[config.mk]
export PLATFORM = sky130hd
export DESIGN_NAME = regfile_tester
export DESIGN_NICKNAME = d
export VERILOG_FILES = /design/src/rtl/regfile_tester_pkg.sv /design/src/rtl/regfile_tester_cmp.sv /design/src/rtl/regfile_tester.sv
export SDC_FILE = /design/constraint.sdc
export NUM_CORES = 1
export LEC_CHECK = 0
export CORE_ASPECT_RATIO = 1.1
export CORE_MARGIN = 1.5
export CORE_UTILIZATION = 36
export DETAILED_ROUTE_END_ITERATION = 8
export PLACE_DENSITY = 0.83
export SETUP_SLACK_MARGIN = 0.2
export SYNTH_ARGS = -nofsm -noshare
export SYNTH_HDL_FRONTEND = slang
export SYNTH_SLANG_ARGS = --single-unit
[constraint.sdc]
create_clock -name Clk -period 2.6 [get_ports Clk]
set_clock_uncertainty 0.05 [all_clocks]
set_input_delay 0.78 -clock Clk [delete_from_list [all_inputs] [get_ports Clk]]
set_output_delay 0.78 -clock Clk [all_outputs]
set_load 0.02 [all_outputs]
[src/rtl/regfile_tester_pkg.sv]
// Shared types and constants for the register-file self-tester.
package regfile_tester_pkg;

   localparam int unsigned ADDR_W   = 5;
   localparam int unsigned DATA_W   = 32;
   localparam int unsigned NUM_REGS = 32;
   localparam int unsigned ERR_W    = 6;
   localparam int unsigned LED_W    = 8;

   localparam logic [DATA_W-1:0] DEFAULT_SEED = 32'h1234_5678;
   localparam logic [ADDR_W-1:0] LAST_ADDR    = ADDR_W'(NUM_REGS - 1);
   localparam logic [ERR_W-1:0]  ERR_MAX      = ERR_W'(NUM_REGS);

   typedef enum logic [1:0] {
      S_IDLE  = 2'd0,
      S_WRITE = 2'd1,
      S_READ  = 2'd2,
      S_DONE  = 2'd3
   } state_t;

   // Test word stored at a given address: seed plus address, modulo 2^32.
   function automatic logic [DATA_W-1:0] pattern_word(input logic [DATA_W-1:0] seed,
                                                      input logic [ADDR_W-1:0] addr);
      return seed + DATA_W'(addr);
   endfunction

endpackage

[src/rtl/regfile_tester_cmp.sv]
// Expected-pattern generation and read-data comparison for one read port.
module regfile_tester_cmp
   import regfile_tester_pkg::*;
#(
   parameter logic [DATA_W-1:0] SEED = DEFAULT_SEED
)(
   input  logic [ADDR_W-1:0] i_addr,
   input  logic [DATA_W-1:0] i_data,
   output logic              o_mismatch_c
);

   logic [DATA_W-1:0] w_expect;

   // Flag any difference between the read word and the pattern for its address.
   always_comb begin
      w_expect     = pattern_word(SEED, i_addr);
      o_mismatch_c = (i_data != w_expect);
   end

endmodule

[src/rtl/regfile_tester.sv]
// Register-file self-tester: writes SEED+addr to all 32 registers, reads them
// back and reports error count, first failing address and pass/fail.
// Optional port-B checking is compiled in with REGFILE_TESTER_BCHECK_EN.
module regfile_tester
   import regfile_tester_pkg::*;
#(
   parameter logic [DATA_W-1:0] SEED = DEFAULT_SEED
)(
   input  logic              Clk,
   input  logic              Reset,
   input  logic              Start,
   output logic              Write_Reg,
   output logic [ADDR_W-1:0] W_Addr,
   output logic [DATA_W-1:0] W_Data,
   output logic [ADDR_W-1:0] R_Addr_A,
   output logic [ADDR_W-1:0] R_Addr_B,
   input  logic [DATA_W-1:0] R_Data_A,
   input  logic [DATA_W-1:0] R_Data_B,
   output logic              Busy,
   output logic              Done,
   output logic              Pass,
   output logic [ADDR_W-1:0] Fail_Addr,
   output logic [LED_W-1:0]  LED
);

   state_t            r_state;
   logic [ADDR_W-1:0] r_addr;
   logic [ERR_W-1:0]  r_err_cnt;

   state_t            w_state_nxt;
   logic [ADDR_W-1:0] w_addr_nxt;
   logic [ERR_W-1:0]  w_err_nxt;
   logic [ADDR_W-1:0] w_fail_nxt;
   logic              w_pass_nxt;
   logic              w_done_nxt;
   logic              w_wr_nxt;
   logic              w_rd_nxt;
   logic [ADDR_W-1:0] w_waddr_nxt;
   logic [DATA_W-1:0] w_wdata_nxt;
   logic [ADDR_W-1:0] w_raddr_a_nxt;
   logic [ADDR_W-1:0] w_raddr_b_nxt;
   logic              w_last;
   logic              w_mis_a;
   logic              w_mis_b;

   regfile_tester_cmp #(.SEED(SEED)) u_cmp_a (
      .i_addr       (R_Addr_A),
      .i_data       (R_Data_A),
      .o_mismatch_c (w_mis_a)
   );

`ifdef REGFILE_TESTER_BCHECK_EN
   localparam bit BCHECK_EN = 1'b1;

   regfile_tester_cmp #(.SEED(SEED)) u_cmp_b (
      .i_addr       (R_Addr_B),
      .i_data       (R_Data_B),
      .o_mismatch_c (w_mis_b)
   );
`else
   localparam bit BCHECK_EN = 1'b0;

   logic w_unused_data_b;

   // Port B is not checked in this build; its read data is deliberately dropped.
   assign w_mis_b         = 1'b0;
   assign w_unused_data_b = ^R_Data_B;
`endif

   assign w_last = (r_addr == LAST_ADDR);
   assign LED    = {2'b00, r_err_cnt};

   // Next state, counters and the registered-output values for the next cycle.
   always_comb begin
      w_state_nxt = r_state;
      w_addr_nxt  = r_addr;
      w_err_nxt   = r_err_cnt;
      w_fail_nxt  = Fail_Addr;
      w_pass_nxt  = Pass;
      w_done_nxt  = 1'b0;

      case (r_state)
         S_IDLE: begin
            if (Start) begin
               w_state_nxt = S_WRITE;
               w_addr_nxt  = '0;
               w_err_nxt   = '0;
               w_fail_nxt  = '0;
               w_pass_nxt  = 1'b0;
            end
         end
         S_WRITE: begin
            w_addr_nxt = r_addr + ADDR_W'(1);
            if (w_last) begin
               w_state_nxt = S_READ;
            end
         end
         S_READ: begin
            if (w_mis_a || w_mis_b) begin
               // Only the first failing cycle records an address; A wins ties.
               if (r_err_cnt == '0) begin
                  w_fail_nxt = w_mis_a ? R_Addr_A : R_Addr_B;
               end
               if (r_err_cnt != ERR_MAX) begin
                  w_err_nxt = r_err_cnt + ERR_W'(1);
               end
            end
            w_addr_nxt = r_addr + ADDR_W'(1);
            if (w_last) begin
               w_state_nxt = S_DONE;
               w_done_nxt  = 1'b1;
               w_pass_nxt  = (w_err_nxt == '0);
            end
         end
         S_DONE: begin
            w_state_nxt = S_IDLE;
         end
         default: begin
            w_state_nxt = S_IDLE;
         end
      endcase

      // Bus outputs are derived from the state being entered so they are registered.
      w_wr_nxt      = (w_state_nxt == S_WRITE);
      w_rd_nxt      = (w_state_nxt == S_READ);
      w_waddr_nxt   = w_wr_nxt ? w_addr_nxt : '0;
      w_wdata_nxt   = w_wr_nxt ? pattern_word(SEED, w_addr_nxt) : '0;
      w_raddr_a_nxt = w_rd_nxt ? w_addr_nxt : '0;
      w_raddr_b_nxt = (w_rd_nxt && BCHECK_EN) ? (LAST_ADDR - w_addr_nxt) : '0;
   end

   // State, counters and outputs; synchronous reset clears everything.
   always_ff @(posedge Clk) begin
      if (Reset) begin
         r_state   <= S_IDLE;
         r_addr    <= '0;
         r_err_cnt <= '0;
         Write_Reg <= 1'b0;
         W_Addr    <= '0;
         W_Data    <= '0;
         R_Addr_A  <= '0;
         R_Addr_B  <= '0;
         Busy      <= 1'b0;
         Done      <= 1'b0;
         Pass      <= 1'b0;
         Fail_Addr <= '0;
      end else begin
         r_state   <= w_state_nxt;
         r_addr    <= w_addr_nxt;
         r_err_cnt <= w_err_nxt;
         Write_Reg <= w_wr_nxt;
         W_Addr    <= w_waddr_nxt;
         W_Data    <= w_wdata_nxt;
         R_Addr_A  <= w_raddr_a_nxt;
         R_Addr_B  <= w_raddr_b_nxt;
         Busy      <= w_wr_nxt | w_rd_nxt;
         Done      <= w_done_nxt;
         Pass      <= w_pass_nxt;
         Fail_Addr <= w_fail_nxt;
      end
   end

endmodule
After elaboration in Yosys (flattened, before gate mapping) --
Cells that the tools add are included. Widths: inputs -> output; s select.
Storage, ports and cells: input bits 67, bits in registers 64, logic and storage cells 61
Cells by class: bitwise operators 4, reduce and logical (&&, ||, !) cells 11, multiplexer cells 19, equality and inequality tests 12, $add $sub $neg 4
Operator list (count):
- $add 29x5->30 const A | 2
- $ne 32x32->1 | 1
- $mux 6 | 4
- $mux 5 | 4
- $pmux 5 s2 | 2
- $logic_not 6->1 | 2
- $pmux 6 s2 | 1
- $pmux 2 s4 | 1
- $reduce_or 2->1 | 4
- $add 6x1->6 const B | 1
- $eq 2x2->1 const B | 3
- $mux 2 | 3
- $ne 2x2->1 const B | 3
- $ne 6x6->1 const B | 1
- $add 5x1->5 const B | 1
- $eq 5x5->1 const B | 1
- $eq 2x1->1 const B | 2
- $reduce_and 4->1 | 1
- $mux 1 | 3
- $not 1->1 | 3
- $reduce_and 3->1 | 1
- $logic_not 2->1 | 1
- $ne 2x1->1 const B | 1
- $pmux 1 s2 | 1
- 3 further kinds | 3

Depth between registers and ports, before layout --
Gate-level depths: netlist (run 1).
depth in word-level cells 7, gate-level depth with buffers 12, gate-level depth less buffers 12

Cells and area by module --
From an unflattened synthesis (run 1), not the netlist that was laid out.
Unflattened totals: cells, all modules 237, area total of the unflattened synthesis 2087.0 um^2
Modules (own cells, without submodules):
- regfile_tester | instances 1, area an instance 1921.8 um^2, cells an instance 216, sequential area each 740.7 um^2
- regfile_tester_cmp | instances 1, area an instance 165.2 um^2, cells an instance 21, sequential area each 0.0 um^2

Worst setup path after synthesis (run 1) --
OpenSTA, ideal clock, no wires.
path type in2reg, start point input port R_Data_A[5], end point register Fail_Addr[0], setup slack 0.231 ns, data arrival time 2.192 ns, stages 6, library setup time 0.128 ns, cell sequence or4b_4 -> a2111oi_4 -> buf_6 -> nor2_1 -> a32oi_1 -> nor2_1
Between the ends: cells in the longest elaborated chain, start to end 3
RTL lines:
- from (decl) | line regfile_tester.sv:17 | input logic [DATA_W-1:0] R_Data_A,
- $ne 32x32->1 | line regfile_tester_cmp.sv:17 | o_mismatch_c = (i_data != w_expect);
- $ne 2x1->1 (no source line)
- $reduce_and 4->1 (no source line)
- to (signal assigned) | line regfile_tester.sv:159 | Fail_Addr <= w_fail_nxt;
- to (decl) | line regfile_tester.sv:22 | output logic [ADDR_W-1:0] Fail_Addr,
No other way between the ends. A chain may end at the register's enable or synchronous reset.

Worst setup path in the final report (run 1) --
start point register r_err_cnt[5], end point output port LED[5]
RTL lines:
- from (decl) | line regfile_tester.sv:28 | logic [ERR_W-1:0] r_err_cnt;
- from (signal assigned) | line regfile_tester.sv:150 | r_err_cnt <= w_err_nxt;
- to (decl) | line regfile_tester.sv:23 | output logic [LED_W-1:0] LED
No word-level cell between the ends.

==> results of run 1 <==
[final cells by class]
class,count,area [um^2]
clock buffer,6,82.58
clock inverter,2,37.54
fill,505,2400
inverter,13,48.80
multi-input combinational,158,1124
sequential,37,747.0
tap,75,93.84
timing repair buffer,90,862.1
[per-stage QoR]
step                  util  hold slack (ns)  setup TNS [ns]
floorplan                -           0.4446               0
global placement    0.5095           0.4171          -2.581
detailed placement  0.5095           0.4333          -2.806
CTS                 0.5413           0.4516               0
global route        0.5552           0.4818               0
finish              0.5552           0.4466               0
[logic make-up (layout without fill, tap and decap cells)]
| family | count (synthesis) | after routing | synth area share |
|---|---|---|---|
| buffers and inverters | 52 | 111 | 0.1628 |
| flip-flops | 37 | 37 | 0.3650 |
| multiplexers | 2 | 2 | 0.01048 |
| AO/OA/AOI/OAI | 37 | 37 | 0.1338 |
| adder cells (fa/ha/maj) | 12 | 12 | 0.07398 |
| XOR/XNOR | 8 | 8 | 0.03453 |
| other | 1 | 22 | 0.001848 |
| AND/OR/NAND/NOR | 77 | 77 | 0.2176 |
[path summary, 6_finish.rpt]
| check | start | to | slack, ns |
|---|---|---|---|
| worst max-delay path | r_err_cnt[5] | LED[5] | 0.29 |
| worst max register to register | R_Addr_A[3] | Fail_Addr[0] | 0.30 |
| worst min-delay path | Fail_Addr[3] | Fail_Addr[3] | 0.45 |
| worst min register to register | Fail_Addr[3] | Fail_Addr[3] | 0.45 |
[cells in the mapped netlist (all sizes together) (2+ instances only)]
| cell | instances |
|---|---|
| xor2 | 2 |
| inv | 13 |
| a32oi | 5 |
| xnor2 | 6 |
| nand3b | 2 |
| a22oi | 2 |
| nor3 | 3 |
| nor4b | 5 |
| or4 | 2 |
| a21oi | 8 |
| o21ai | 8 |
| nor4 | 2 |
| nand2 | 8 |
| nand4 | 3 |
| o22ai | 2 |
| nand3 | 4 |
| buf | 36 |
| nand2b | 4 |
| a311oi | 2 |
| dfxtp | 37 |
| and2 | 13 |
| nor2b | 3 |
| a2bb2oi | 3 |
| nor2 | 21 |
| clkbuf | 3 |
| ha | 12 |
| o211ai | 2 |
[routing by layer]
layer	vias to the layer above	track usage
met4	0	0.07455
li1	882	-
met5	-	0
met3	9	0.03804
met2	55	0.3027
met1	862	0.1809
[timing repair]
action                     CTS  global route
setup buffers                1             3
pin swaps                   15            16
gates cloned                 1             0
gates resized for setup     31            34
hold endpoints to repair     0             0
setup endpoints to repair   12            13
[report_power, final]
group          total [mW]  leakage, nW  switching, mW  internal (mW)
combinational       0.263        0.939          0.140          0.123
sequential          0.593        0.302         0.0112          0.582
clock               0.518       0.0574          0.207          0.312
total                1.37         1.30          0.358           1.02
[sequential cells by signal (all words and copies together), names as in the netlist]
name,cells
Busy,1
Done,1
Fail_Addr,5
W_Data,5
W_Addr,5
R_Addr_A,5
Pass,1
r_addr,5
r_state,2
Write_Reg,1
r_err_cnt,6
==> reports/qor.yml, run 1 <==
layout_commonest_cell: "sky130_fd_sc_hd__clkdlybuf4s50_1"
crit_path_cell_trace: "clkdlybuf4s50_1"
timing.reg2reg.worst_path_depth: 9
grt_overflow_total: 0
worst_path_largest_cell_delay_ns: 0.67
synth.cell_area_um2: 2029
post_synthesis_cell_type_with_the_largest_combined_area: "sky130_fd_sc_hd__dfxtp_1"
critical-path-top-delay-family: "buffers and inverters"
wl_per_cell_um: 13.14
detail-route-antenna-nets: 0
antenna_violations_before_repair: 0
number_of_antenna_cells_inserted: 0
number_of_drc_violations_after_detailed_routing: 0
synth.yosys.warnings: 0
cts_root_buffer: "sky130_fd_sc_hd__clkbuf_8"
die_height_um: 81.75
core_um2: 5395
run_status: "complete, no violations"
post_synth_main_area_contributors: "sky130_fd_sc_hd__dfxtp_1 (36%), sky130_fd_sc_hd__buf_4 (13%), sky130_fd_sc_hd__ha_1 (7.4%)"
clk_latency_ns: 0.29
crit_path_max_fanout: 8
m1WireLength_um: 1987
total_buffers_and_inverters_traversed_by_the_critical_path: 1
asyncSetResetFlopFracSynth: 0
fraction_of_the_yosys_area_taken_by_sequential_cells: 0.3650
end_kind: "primary output"
register_clock_pin_slew_on_the_reported_worst_setup_and_hold_paths_ns: 0.08
htree_depth: 2
postSynthAreaPerCell_um2: 8.980
synthCells: 226
synth_top_area_share: 0.3650
topRoutingLayerUsed: "met4"
mostFrequentLayoutCells: "sky130_fd_sc_hd__clkdlybuf4s50_1 (44), sky130_fd_sc_hd__dfxtp_1 (34), sky130_fd_sc_hd__conb_1 (22)"
first_global_vias: 1724
timing.critical_path.slowest_stage_cell: "sky130_fd_sc_hd__clkdlybuf4s50_1"
ioPinCount: 131
clock_path_buffers: 2
grt_max_degree: 22
floorplan.die.width_um: 74.59
max_freq_mhz: 432.2
setup_violations: 0
hold_path_depth: 2
synth_edf_count: 0
fin_cells: 381
max-vdd-ir-drop_uv: 365.1
cts.hold.buffers_added: 0
dpl_worst_slack_ns: -0.2846
layout.cell_area.non_filler_um2: 2995
grt_first_pass_wirelength_um: 7672
total_die_area_um2: 6097
initialDrtViolationCount: 134
synthDistinctLibCells: 45
met2_length_um: 2688
detailroute.via_count: 1808
routabilityCongestion: 0.8431
slew_violations: 0
final_hold_viol_count: 0
numCtsBuffers: 5
dpl_cell_area_um2: 2749
detail_route.wirelength_um: 5008
cts_sinks: 37
cellLeakagePower_nw: 1.299
layout-area-overhead-vs-synth_pct: 47.60
power_dens_cells_nw_per_um2: 458.9
post_route_cells_drive_above_1_share: 0.1471
cts_tree: "yes"
viasPerCell: 4.745
synth-seq-cells: 37
global_route.usage.total: 0.1661
place.detailed.instances: 368
cp.arrival_ns: 1.48
final.period_utilization: 0.8899
cp-start-kind: "register"
detailedPlacementHpwl_um: 3733
timing_worst_setup_path_type: "reg -> out"
layout.nets: 384
cp.required_ns: 1.77
buffer_ports.inserted: 76
finalWorstSetupSlack_ns: 0.2863
initial_core_util: 0.3762
synth_flop_cell: "sky130_fd_sc_hd__dfxtp_1"
critical_path_cell_count: 1
max_cap_check_violation_count: 0
period_needed_ns: 2.314
fin_total_pwr_mw: 1.374
drt_first_pass_iters: 4
rows: 28
rsz0062_at_grt: "no"
route.met3.wl_um: 223
relSlewSlack: 0.6523
hold_path_class: "reg -> reg"
tightestPinTransition_ns: 0.5143
(Power assumes the default switching activity.)
==> inputs of run 2 (changes only) <==
--- a/config.mk
+++ b/config.mk
@@ -5,11 +5,12 @@
 export SDC_FILE = /design/constraint.sdc
 export NUM_CORES = 1
 export LEC_CHECK = 0
+export ABC_CLOCK_PERIOD_IN_PS = 2110
 export CORE_ASPECT_RATIO = 1.1
-export CORE_MARGIN = 1.5
-export CORE_UTILIZATION = 36
+export CORE_MARGIN = 2
+export CORE_UTILIZATION = 33
 export DETAILED_ROUTE_END_ITERATION = 8
-export PLACE_DENSITY = 0.83
+export PLACE_DENSITY = 0.8
 export SETUP_SLACK_MARGIN = 0.2
 export SYNTH_ARGS = -nofsm -noshare
 export SYNTH_HDL_FRONTEND = slang
==> constraint.sdc (replaced) <==
create_clock -name Clk -period 2.11 [get_ports Clk]
set_clock_uncertainty 0.05 [all_clocks]
set_input_delay 0.633 -clock Clk [delete_from_list [all_inputs] [get_ports Clk]]
set_output_delay 0.633 -clock Clk [all_outputs]
set_load 0.02 [all_outputs]
==> run 2 against run 1 <==
  * The flow now finishes with violations (setup timing)
  * Die area rose by 11%
  * Non-clock buffer count up 10
  * Sequential cell count is the same
  * Cell area rose by 11%
  * Global-route usage is 0.85 points lower
  * Total power grew 30%
  * Via count grew 3.2%
  * Sequential share of layout area decreased by 2.0 points
  * Hold slack improved by 0.0054 ns
  * Critical path depth is 7 higher
  * Wire length rose by 10%
  * Largest power group unchanged
  * Highest routed layer unchanged
==> reports/qor.yml, run 2 (same netlist as run 1, synthesis figures left out) <==
end_kind: "register"
cts_root_buffer: "sky130_fd_sc_hd__clkbuf_8"
viasPerCell: 4.746  # about the same
drt_first_pass_iters: 4  # unchanged
global_route.usage.total: 0.1576  # -0.008454
fin_total_pwr_mw: 1.783  # +30%
utilization: 0.5674  # +0.01216
worst_path_most_repeated_cell: "sky130_fd_sc_hd__buf_6"
clk_latency_ns: 0.28  # about the same
worst_path_largest_cell_delay_ns: 0.50  # -0.17 ns
crit_path_max_fanout: 7  # -1
number_of_drc_violations_after_detailed_routing: 0  # unchanged
detailroute.via_count: 1865  # +3.2%
timing.critical_path.slowest_stage_cell: "sky130_fd_sc_hd__or4b_4"
layout.nets: 394  # +2.6%
detail_route.wirelength_um: 5532  # +10%
cts_tree: "yes"
wl_per_cell_um: 14.08  # +7.1%
finalWorstSetupSlack_ns: -0.1553  # -0.4416 ns
core_um2: 5842  # +8.3%
rows: 29  # +3.6%
grt_first_pass_wirelength_um: 8625  # +12%
cp.arrival_ns: 2.38  # +0.90 ns
crit-reg2reg-capture: "Pass"
cellLeakagePower_nw: 1.725  # +33%
initial_core_util: 0.3474  # -0.02876
hold_path_depth: 2  # unchanged
crit_path_cell_trace: "dlygate4sd2_1 -> or4b_4 -> a2111oi_4 -> buf_6 -> buf_6 -> nor4_2 -> a21oi_1 -> o31ai_2"
register_clock_pin_slew_on_the_reported_worst_setup_and_hold_paths_ns: 0.08  # about the same
clock_path_buffers: 2  # unchanged
mostFrequentLayoutCells: "sky130_fd_sc_hd__dlygate4sd2_1 (44), sky130_fd_sc_hd__dfxtp_1 (30), sky130_fd_sc_hd__dlymetal6s2s_1 (27)"
fin_setup_tns_ns: -1.306  # -1.306 ns
final.period_utilization: 1.074
buffer_ports.inserted: 76  # unchanged
final_hold_viol_count: 0  # unchanged
max_freq_mhz: 441.4
antenna_violations_before_repair: 0  # unchanged
layout-area-overhead-vs-synth_pct: 63.32
initialDrtViolationCount: 94  # -30%
place.detailed.instances: 379  # +3.0%
grt_overflow_total: 0  # unchanged
period_needed_ns: 2.265
largest_register_ff_count: 6  # unchanged
layout_commonest_cell: "sky130_fd_sc_hd__dlygate4sd2_1"
power_dens_cells_nw_per_um2: 537.8  # +17%
grt_max_degree: 22  # unchanged
cts_sinks: 37  # unchanged
total_die_area_um2: 6794  # +11%
run_status: "complete, but fails checks"
reg2reg_from: "R_Addr_A[3]"
post_route_cells_drive_above_1_share: 0.2595  # +0.1124
register_name_with_the_most_flops: "r_err_cnt"
routabilityCongestion: 0.8151  # -3.3%
ioPinCount: 131  # unchanged
slew_violations: 0  # unchanged
cp-start-kind: "primary input"
floorplan.die.width_um: 78.77  # +5.6%
failed_checks: "setup timing"
rsz0062_at_grt: "yes"
max_cap_check_violation_count: 0  # unchanged
number_of_antenna_cells_inserted: 0  # unchanged
dpl_worst_slack_ns: -0.6932  # -0.4085 ns
fin_cells: 393  # +3.1%
regToRegSetupSlack_ns: -0.12  # -0.42 ns
setup_violations: 12  # +12
detail-route-antenna-nets: 0  # unchanged
max-vdd-ir-drop_uv: 425.9  # +17%
detailedPlacementHpwl_um: 3994  # +7.0%
timing.reg2reg.worst_path_depth: 9  # unchanged
htree_depth: 2  # unchanged
hold_path_class: "reg -> reg"
timing_worst_setup_path_type: "in -> reg"
hold_path_startpoint: "Fail_Addr[1]"
numCtsBuffers: 5  # unchanged
die_height_um: 86.25  # +5.5%
min_to: "Fail_Addr[1]"
cp.required_ns: 2.22  # +0.45 ns
first_global_vias: 1880  # +9.0%
-- run 2: how the worst max path moves through the flow --
stage,from,depth (start not counted),slack [ns],endpoint
after floorplan,R_Data_A[6],6,-0.07,Fail_Addr[0]
after CTS,R_Addr_A[4],8,-0.21,Pass
after global routing,R_Addr_A[4],8,-0.23,Pass
after detailed placement,R_Data_A[6],7,-0.69,Pass
final,R_Data_A[6],8,-0.16,Pass
after global placement,R_Data_A[6],7,-0.61,Pass
-- run 2: layout make-up --
class	count	area [um^2]
clock buffers	6	93.84
repair buffers	100	972.2
clock inverters	2	38.79
fillers	516	2527
inverters	13	48.80
well taps	77	96.34
multi-input cells	158	1305
flip-flops and latches	37	759.5
-- run 2: repair_timing --
action                                  4_1_cts  5_1_grt
gates resized for setup                      69       60
pin swaps                                    14       16
endpoints found under the setup margin       58       38
buffers inserted                              5        1
hold buffers                                  0        0
-- run 2: stage by stage --
stage                     hold slack [ns]  instance area (um^2)
after floorplan                    0.4499                  2157
after global placement             0.4172                  2868
after detailed placement           0.4391                  2868
after CTS                          0.4540                  3082
after global routing               0.4828                  3314
final                              0.4521                  3314
-- run 2: critical path, delay by kind of cell --
kind / cells / cell delay (ns)
AND/OR/NAND/NOR: 2 / 0.54
AO/OA/AOI/OAI: 3 / 0.64
buffers and inverters: 3 / 0.56
-- run 2: layer usage --
layer	vias to the layer above	global-route usage	part of all wire
li1	912	-	-
met1	893	0.1780	0.40
met2	50	0.2976	0.55
met3	10	0.04167	0.039
met4	0	0.03030	0.018
met5	-	0	0
-- run 2: report_power, final --
part / leakage, nW / switching, mW / internal (mW)
combinational: 1.35 / 0.198 / 0.167
sequential: 0.305 / 0.0127 / 0.715
clock: 0.0669 / 0.261 / 0.428
==> inputs of run 3 (changes only) <==
--- a/config.mk
+++ b/config.mk
@@ -10,6 +10,7 @@
 export CORE_MARGIN = 2
 export CORE_UTILIZATION = 33
 export DETAILED_ROUTE_END_ITERATION = 8
+export GPL_TIMING_DRIVEN = 1
 export PLACE_DENSITY = 0.8
 export SETUP_SLACK_MARGIN = 0.2
 export SYNTH_ARGS = -nofsm -noshare
==> constraint.sdc (replaced) <==
create_clock -name Clk -period 2.11 [get_ports Clk]
set_clock_uncertainty 0.05 [all_clocks]
set_input_delay 0.633 -clock Clk [delete_from_list [all_inputs] [get_ports Clk]]
set_output_delay 0.633 -clock Clk [all_outputs]
set_load 0.01 [all_outputs]
==> run 3 against run 2 <==
  * Cell count increased by 1.0%
  * The run still ends with setup timing left
  * Sequential share of layout area increased by 0.25 points
  * Combinational power decreased by 5.8%
  * Register-to-register slack got worse by 0.04 ns
  * Clock power decreased by 28%
  * Critical path depth increased by 1
  * First-iteration DRC count decreased by 33%
  * Sequential power about the same
  * Setup slack got worse by 0.0069 ns
  * Count of clock-buffer cells in the layout unchanged
==> reports/qor.yml, run 3 (same netlist as run 1, synthesis figures left out) <==
run_status: "complete, but fails checks"
failed_checks: "setup timing"
number_of_drc_violations_after_detailed_routing: 0  # unchanged
antenna_violations_before_repair: 0  # unchanged
clock_path_buffers: 2  # unchanged
grt_overflow_total: 0  # unchanged
die_height_um: 86.25  # unchanged
layout.cell_area.non_filler_um2: 3306  # -0.26%
layout_commonest_cell: "sky130_fd_sc_hd__dlygate4sd2_1"
ioPinCount: 131  # unchanged
htree_depth: 2  # unchanged
cellLeakagePower_nw: 1.478  # -14%
drt_first_pass_iters: 4  # unchanged
first_global_vias: 1847  # -1.8%
detail-route-antenna-nets: 0  # unchanged
grt_first_pass_wirelength_um: 8507  # -1.4%
mostFrequentLayoutCells: "sky130_fd_sc_hd__dlygate4sd2_1 (39), sky130_fd_sc_hd__clkdlybuf4s50_1 (27), sky130_fd_sc_hd__dfxtp_1 (25)"
routabilityCongestion: 0.8637  # +6.0%
post_route_cells_drive_above_1_share: 0.3281  # +0.06863
detailedPlacementHpwl_um: 4092  # +2.5%
largest_register_ff_count: 6  # unchanged
max-vdd-ir-drop_uv: 269.4  # -37%
cts_tree: "yes"
topRoutingLayerUsed: "met4"
dpl_worst_slack_ns: -0.6325  # +0.06066 ns
crit_path_max_fanout: 5  # -2
timing_worst_setup_path_type: "reg -> reg"
register_clock_pin_slew_on_the_reported_worst_setup_and_hold_paths_ns: 0.07  # about the same
finalWorstSetupSlack_ns: -0.1622  # -0.006916 ns
layout-area-overhead-vs-synth_pct: 62.89
met2_length_um: 3066  # +1.3%
setup_violations: 12  # unchanged
clk_latency_ns: 0.29  # about the same
initial_core_util: 0.3474  # unchanged
register_area_um2: 765.7  # +0.82%
layout.nets: 399  # +1.3%
m1WireLength_um: 2183  # -0.41%
total_die_area_um2: 6794  # unchanged
route.met3.wl_um: 462  # +120%
cp-start-kind: "register"
buffer_ports.inserted: 76  # unchanged
multiInputGateArea_um2: 1319  # +1.1%
core_um2: 5842  # unchanged
end_kind: "register"
final_hold_viol_count: 0  # unchanged
register_name_with_the_most_flops: "r_err_cnt"
numCtsBuffers: 5  # unchanged
final.period_utilization: 1.077  # +0.003278
wl_per_cell_um: 14.58  # +3.6%
floorplan.die.width_um: 78.77  # unchanged
fin_cells: 397  # +1.0%
period_needed_ns: 2.272  # +0.006916 ns
slew_violations: 0  # unchanged
initialDrtViolationCount: 63  # -33%
viasPerCell: 4.776  # +0.64%
rows: 29  # unchanged
dpl_cell_area_um2: 2874  # +0.22%
power_dens_cells_nw_per_um2: 474.7  # -12%
fin_total_pwr_mw: 1.569  # -12%
fillerInstances: 506  # -1.9%
detail_route.wirelength_um: 5790  # +4.7%
cts_sinks: 37  # unchanged
max_cap_check_violation_count: 0  # unchanged
cts.hold.buffers_added: 0  # unchanged
cp.required_ns: 2.26  # +0.04 ns
cp.arrival_ns: 2.42  # +0.04 ns
max_freq_mhz: 440.1  # -0.30%
hold_path_class: "reg -> reg"
global_route.usage.total: 0.1592  # +0.001574
cts_root_buffer: "sky130_fd_sc_hd__clkbuf_8"
utilization: 0.5659  # -0.001499
grt_max_degree: 22  # unchanged
number_of_antenna_cells_inserted: 0  # unchanged
detailroute.via_count: 1896  # +1.7%
rsz0062_at_grt: "yes"
place.detailed.instances: 379  # unchanged
## run 3: cell types whose count changed in the layout (fill, tap and decap cells not counted), sizes merged
cell           previous run  this run
inv                      14        13
dlymetal6s2s             27         8
buf                      24        30
clkdlybuf4s50             4        27
dlygate4sd2              44        39
bufinv                    1         0
clkinvlp                  0         1
## run 3: metal layers
metal / vias to the layer above / track usage
met5: - / 0
met4: 0 / 0.06220
met3: 4 / 0.05000
met2: 84 / 0.2976
met1: 888 / 0.1645
li1: 920 / -
## run 3: final timing paths
path,start,endpoint,slack (ns),depth (start not counted)
hold / removal,Fail_Addr[3],Fail_Addr[3],0.44,2
setup / recovery,R_Addr_A[3],r_err_cnt[4],-0.16,9
setup reg to reg,R_Addr_A[3],r_err_cnt[4],-0.16,9
hold reg to reg,Fail_Addr[3],Fail_Addr[3],0.44,2
## run 3: cell type report
cell class / count / area share
Sequential cell: 37 / 0.2316
Multi-Input combinational cell: 158 / 0.3989
Tap cell: 77 / 0.02914
Clock buffer: 6 / 0.02498
Timing Repair Buffer: 105 / 0.2975
Inverter: 13 / 0.01552
Clock inverter: 1 / 0.002271
## run 3: repair_timing
| item | 4_1_cts | 5_1_grt |
|---|---|---|
| endpoints found under the setup margin | 44 | 35 |
| pin swaps | 23 | 13 |
| buffers inserted | 6 | 4 |
| cloned | 1 | 0 |
| gates resized for setup | 81 | 52 |
## run 3: stage by stage
step,hold slack [ns],setup TNS (ns)
2_1_floorplan,0.4499,-0.2757
3_3_place_gp,0.4180,-7.525
3_5_place_dp,0.4311,-8.218
4_1_cts,0.4500,-0.9854
5_1_grt,0.4738,-2.534
6_report,0.4431,-1.130
## run 3: worst max-delay path: stages, from the launching register on
cell and delay (ns):
sky130_fd_sc_hd__dfxtp_2 0.33, sky130_fd_sc_hd__inv_2 0.04, sky130_fd_sc_hd__ha_4 0.15, sky130_fd_sc_hd__or4b_4 0.54
sky130_fd_sc_hd__a2111oi_4 0.40, sky130_fd_sc_hd__buf_6 0.18, sky130_fd_sc_hd__buf_6 0.10, sky130_fd_sc_hd__buf_6 0.11
sky130_fd_sc_hd__o21ai_2 0.05, sky130_fd_sc_hd__a311oi_1 0.23
## run 3: power by group
group	internal [mW]	switching, mW	total [mW]
clock network	0.258	0.236	0.494
logic	0.186	0.158	0.344
registers	0.717	0.0134	0.730
